**src/rtl/muldiv_unit.sv**
```systemverilog
// muldiv_unit: iterative 32x32 multiply / 32/32 divide with architectural HI/LO registers.
// Ports: clk, rst (sync, active-high); Start/Op/OperandA/OperandB launch MULT/MULTU/DIV/DIVU;
// HiWrite/LoWrite/MoveData implement MTHI/MTLO in IDLE; Busy/Done handshake;
// Hi/Lo architectural results; DivByZero sticky flag for the last divide.
module muldiv_unit (
  input  logic        clk,
  input  logic        rst,
  input  logic        Start,
  input  logic [1:0]  Op,
  input  logic [31:0] OperandA,
  input  logic [31:0] OperandB,
  input  logic        HiWrite,
  input  logic        LoWrite,
  input  logic [31:0] MoveData,
  output logic        Busy,
  output logic        Done,
  output logic [31:0] Hi,
  output logic [31:0] Lo,
  output logic        DivByZero
);
  typedef enum logic [1:0] {IDLE, RUN, FIX} state_t;
  state_t state, state_n;
  logic is_div, dbz, neg_q, neg_r;
  logic [5:0] cnt;
  logic [31:0] m;
  logic [63:0] acc;
  logic a_neg, b_neg, zero_div, accept;
  logic [31:0] a_abs, b_abs;
  logic [32:0] mul_sum, div_t;
  logic [31:0] div_d, q, r;
  logic ge;
  logic [63:0] step, prod;
  logic [31:0] res_hi, res_lo;
  assign a_neg = ~Op[0] & OperandA[31];
  assign b_neg = ~Op[0] & OperandB[31];
  assign a_abs = a_neg ? -OperandA : OperandA;
  assign b_abs = b_neg ? -OperandB : OperandB;
  assign zero_div = Op[1] && OperandB == 32'd0;
  assign accept = state == IDLE && Start;
  assign Busy = state != IDLE;
  // Multiply: acc = {partial high, multiplier bits still to consume}; shift right each step.
  // Divide: acc = {remainder, dividend bits still to consume}; quotient bits enter at the bottom.
  // m holds the multiplicand or the divisor magnitude.
  always_comb begin
    mul_sum = {1'b0, acc[63:32]} + (acc[0] ? {1'b0, m} : 33'd0);
    div_t = {acc[63:32], acc[31]};
    ge = div_t >= {1'b0, m};
    div_d = div_t[31:0] - m;
    step = is_div ? {ge ? div_d : div_t[31:0], acc[30:0], ge} : {mul_sum, acc[31:1]};
    prod = neg_q ? -acc : acc;
    q = neg_q ? -acc[31:0] : acc[31:0];
    r = neg_r ? -acc[63:32] : acc[63:32];
    res_hi = dbz ? acc[63:32] : is_div ? r : prod[63:32];
    res_lo = dbz ? acc[31:0] : is_div ? q : prod[31:0];
    state_n = state == IDLE ? (Start ? (zero_div ? FIX : RUN) : IDLE) :
              state == RUN  ? (cnt == 6'd31 ? FIX : RUN) : IDLE;
  end
  always_ff @(posedge clk)
    state <= rst ? IDLE : state_n;
  always_ff @(posedge clk) begin
    if (rst) begin
      Done <= 1'b0;
      Hi <= '0;
      Lo <= '0;
      DivByZero <= 1'b0;
      cnt <= '0;
      acc <= '0;
      m <= '0;
      is_div <= 1'b0;
      dbz <= 1'b0;
      neg_q <= 1'b0;
      neg_r <= 1'b0;
    end else begin
      Done <= state == FIX;
      if (state == IDLE && HiWrite) Hi <= MoveData;
      if (state == IDLE && LoWrite) Lo <= MoveData;
      if (accept) begin
        is_div <= Op[1];
        dbz <= zero_div;
        neg_q <= a_neg ^ b_neg;
        neg_r <= a_neg;
        cnt <= '0;
        DivByZero <= 1'b0;
        m <= Op[1] ? b_abs : a_abs;
        // A zero-divisor divide skips RUN, so its final Hi/Lo are parked in acc here.
        acc <= zero_div ? {OperandA, 32'hFFFF_FFFF} : {32'd0, Op[1] ? a_abs : b_abs};
      end
      if (state == RUN) begin
        acc <= step;
        cnt <= cnt + 6'd1;
      end
      if (state == FIX) begin
        Hi <= res_hi;
        Lo <= res_lo;
        DivByZero <= dbz;
      end
    end
  end
endmodule

```
**config.mk**
```make
export PLATFORM = sky130hd
export DESIGN_NAME = muldiv_unit
export DESIGN_NICKNAME = d
export VERILOG_FILES = /design/src/rtl/muldiv_unit.sv
export SDC_FILE = /design/constraint.sdc
export NUM_CORES = 1
export LEC_CHECK = 0
export ABC_AREA = 1
export CORE_MARGIN = 2
export CORE_UTILIZATION = 30
export CTS_BUF_LIST = sky130_fd_sc_hd__clkbuf_4 sky130_fd_sc_hd__clkbuf_8 sky130_fd_sc_hd__clkbuf_16
export CTS_CLUSTER_DIAMETER = 60
export CTS_CLUSTER_SIZE = 30
export DETAILED_ROUTE_END_ITERATION = 8
export HOLD_SLACK_MARGIN = 0.06
export PLACE_DENSITY = 0.49
export SLEW_MARGIN = 20
export SYNTH_ARGS = -nofsm -noshare
export SYNTH_HDL_FRONTEND = slang
export SYNTH_SLANG_ARGS = --single-unit
```
**constraint.sdc**
```tcl
create_clock -name clk -period 2.3 [get_ports clk]
set_input_delay 0.46 -clock clk [delete_from_list [all_inputs] [get_ports clk]]
set_output_delay 0.46 -clock clk [all_outputs]
set_load 0.01 [all_outputs]
```
==> out/qor.txt <==
Status - complete, but fails checks
Failing checks - negative setup slack
FMAX - 403 MHz
Maximum root-to-sink buffer count - 2
Mapped cell area - 18300 sq um
Internal Pwr Total - 0.00813 W
Vias in the first global route - 23.5k
Yosys warns - 0
Unrepaired setup endpoints after global routing - yes
CP max-delay cell - dfxtp_4
Worst Path Max Fanout - 8
Rows - 90
Synth cell types - 53
Post-synthesis xor/xnor area fraction - 2.97%
Register Area - 3540 sq um
CORE AREA - 60400 sq um
Ys flop type - dfxtp_1
HP Class - in2reg
FFs w/ async S/R, synth - 0%
Min cycle time layout - 2.48 ns
Crit path required time - 2.68 ns
Placed cell count - 4857
Final Max Tran Viols - 0
CTS Sinks - 174
Setup Total Neg Slack - -2.64 ns
Worst rel slew slack - 56.6%
Crit path arrival time - 2.87 ns
Worst-Skew Late Latency - 0.50 ns
Layout Nets - 4297
CTS tree - yes
DR DRC count - 0
Final period util - 108%
Die ar. - 63000 sq um
Worst Skew - 0.0162 ns
Drt initial violations - 2671
Leak Pwr - 14.0 nW
Reg2Reg Depth - 18
Overall Global Routing Usage - 30.7%
Pre-antenna DRT Iters - 5
Final setup vio count - 32
Crit path cell chain - buf_12 > clkbuf_16 > nand2_1 > inv_2 > ha_4 > nand2_4 > nor2_4 > nand2_4 > nor3_4 > nand2_4 > nand2_2 > nand2_2 > nand3_2 > nand2_1 > inv_1 > nand2_1 > a21oi_2 > nor2_1
Largest family of logic cells by synthesized area - simple AND/OR/NAND/NOR gates
Clock share of power - 22.4%
Multiplexer area fraction after synthesis - 0.0547%
RD Place Congestion - 0.974
TritonCTS buffer count - 17
# H-tree levels - 4
Layout cells sized above 1 - 32.4%
Multi-input logic area - 15000 sq um
HPWL after detailed placement - 80400 microns
P per Cell Area - 484 nW/um^2
Worst setup EP type - flop
Final Non-Filler Cells - 4918
Total Wirelength - 100000 microns
Vias per cell - 5.13
Fin. Hold Viols - 0
Worst Tran Pin Value - 0.651 ns
FF+latch count, synth - 174
Flop pwr share - 24.8%
Crit start category - flop
Post-Syn Instances - 3350
Fraction of the mapped netlist area in adder cells - 4.93%
Compound-cell area share of the yosys netlist - 19.3%
First-pass GRT wire length - 146000 microns
Worst-path clk slew - 0.08 ns
Post-synthesis simple-gate area fraction - 40.7%
Largest stage delay on the critical path - 0.40 ns
MaxCap Viol Count - 0
Initial antenna violation count - 1
Final WS setup - -0.182 ns
Sw power - 0.00610 W
Sequential fraction of the synthesis area - 19.0%
Number of routed nets with antenna violations - 0
Mean post-synth cell area - 5.47 sq um
Initial core utilization - 30.3%
Detailed-route via count - 25.2k
Combinational Power Share - 52.9%
Sw Ratio - 42.9%
Clock Tree Root - clkbuf_16
Worst vdd ir - 377 uV
Drt wl/cell - 20.4 microns
Die Span X - 251 microns
Largest net degree at the start of global routing - 127
# fillers - 6366
Hold_ws - 0.272 ns
GRT Residual Overflow - 0
Synth Net Count - 3524
Critical path type - reg2reg
Port bufs - 169
Post-synth EDFFs - 0
Syn-to-layout area delta - 60.6%
Hold path depth - 2
Die Height - 251 microns
N_diodes - 0
Place WS - -0.606 ns
Ports - 170
synthesized netlist by cell type (all sizes together), types with 4 or more instances:
library cell,n,area (sq um)
a21o,4,30.0
a21oi,286,1470
a221oi,4,35.0
a22oi,6,45.0
a31oi,21,131
and2,4,25.0
buf,24,156
clkbuf,103,387
clkinv,4,15.0
dfxtp,174,3480
ha,69,863
inv,487,1830
nand2,1023,3880
nand3,311,1570
nand3b,13,97.6
nand4,58,378
nor2,324,1300
nor3,22,115
nor4,7,43.8
o211ai,23,178
o21ai,284,1420
o21bai,10,75.1
o221ai,6,52.6
or2,4,25.0
xnor2,18,158
xor2,44,385
metal layers:
layer | GRT usage (%) | up-vias | routed length (microns)
li1 | - | 12400 | -
met1 | 43.2 | 11700 | 44600
met3 | 3.64 | 153 | 7490
met2 | 47.9 | 1052 | 44200
met4 | 11.3 | 2 | 3810
met5 | 0 | - | 15
worst paths after layout:
check / start / end / slack (ns)
worst max register to register: acc[0]$_SDFFE_PP0P_ / acc[57]$_SDFFE_PP0P_ / -0.18
worst max-delay path: acc[0]$_SDFFE_PP0P_ / acc[57]$_SDFFE_PP0P_ / -0.18
worst min-delay path: rst / cnt[1]$_SDFFE_PP0P_ / 0.27
worst min register to register: cnt[4]$_SDFFE_PP0P_ / cnt[4]$_SDFFE_PP0P_ / 0.49
state kept, by name, summed over array words and instances (netlist names):
| signal | flops |
|---|---|
| DivByZero | 1 |
| Done | 1 |
| Hi | 32 |
| Lo | 32 |
| acc | 64 |
| cnt | 6 |
| dbz | 1 |
| is_div | 1 |
| m | 32 |
| neg_q | 1 |
| neg_r | 1 |
| state | 2 |
power groups by stage:
stage | clock (W) | sequential (W) | combinational, W
3_3_place_gp | 0 | 0.00355 | 0.00651
6_report | 0.00318 | 0.00352 | 0.00752
5_1_grt | 0.00333 | 0.00355 | 0.00809
3_5_place_dp | 0 | 0.00355 | 0.00649
2_1_floorplan | 0 | 0.00354 | 0.00309
4_1_cts | 0.00323 | 0.00351 | 0.00696
worst max-delay path, delay by kind of cell, from the launching register on:
kind	cells	cell delay (ns)
buf+inv	4	0.45
simple gates	12	1.03
flops	1	0.40
fa+ha+maj	1	0.33
compound gates	1	0.12
cells by family (layout without fill, tap and decap cells):
family / after synthesis / in the layout
buffers and inverters: 618 / 1403
XOR/XNOR: 62 / 62
AND/OR/NAND/NOR: 1768 / 1769
adder cells (fa/ha/maj): 71 / 71
AO/OA/AOI/OAI: 656 / 656
flip-flops: 174 / 174
multiplexers: 1 / 1
timing repair:
action                                  4_1_cts  5_1_grt
endpoints found under the setup margin       72      107
buffers inserted                             11       13
hold endpoints to repair                      0        0
gates cloned                                  1        6
hold buffers                                  0        0
pin swaps                                    54      108
resized for setup                           303      382
per-stage QoR:
stage,util [%],total power (W),area [sq um]
2_1_floorplan,-,0.00664,18300
3_3_place_gp,42.8,0.0101,25800
3_5_place_dp,42.8,0.0100,25800
4_1_cts,46.1,0.0137,27900
5_1_grt,48.7,0.0150,29400
6_report,48.7,0.0142,29400
cells in the final DEF, fill, tap and decap left out, drive strengths merged, types with 2 or more instances in the layout:
cell           synthesis  layout
fa                     2       2
dlymetal6s2s           0       2
ha                    69      69
nor2                 324     325
a221oi                 4       4
nand2               1023    1023
clkinv                 4       9
nand3b                13      13
o221ai                 6       6
xnor2                 18      18
nand4                 58      58
o21a                   2       2
o21bai                10      10
inv                  487     493
and2                   4       4
a22oi                  6       6
a31oi                 21      21
xor2                  44      44
a21oi                286     286
nor4                   7       7
a31o                   2       2
nor3                  22      22
dfxtp                174     174
or2                    4       4
buf                   24     707
nand3                311     311
clkbuf               103      23
o22ai                  2       2
clkdlybuf4s50          0     166
o21ai                284     284
a21o                   4       4
o211ai                23      23
clkinvlp               0       2
o31ai                  3       3
area by class of cell:
cell class,count,area share (%)
Multi-Input combinational cell,2559,51.1
Timing Repair Buffer,880,25.1
Sequential cell,174,12.0
Inverter,491,6.33
Tap cell,782,3.33
Clock buffer,18,1.53
Clock inverter,14,0.583
Note: power is estimated with default switching activity, not from simulation.
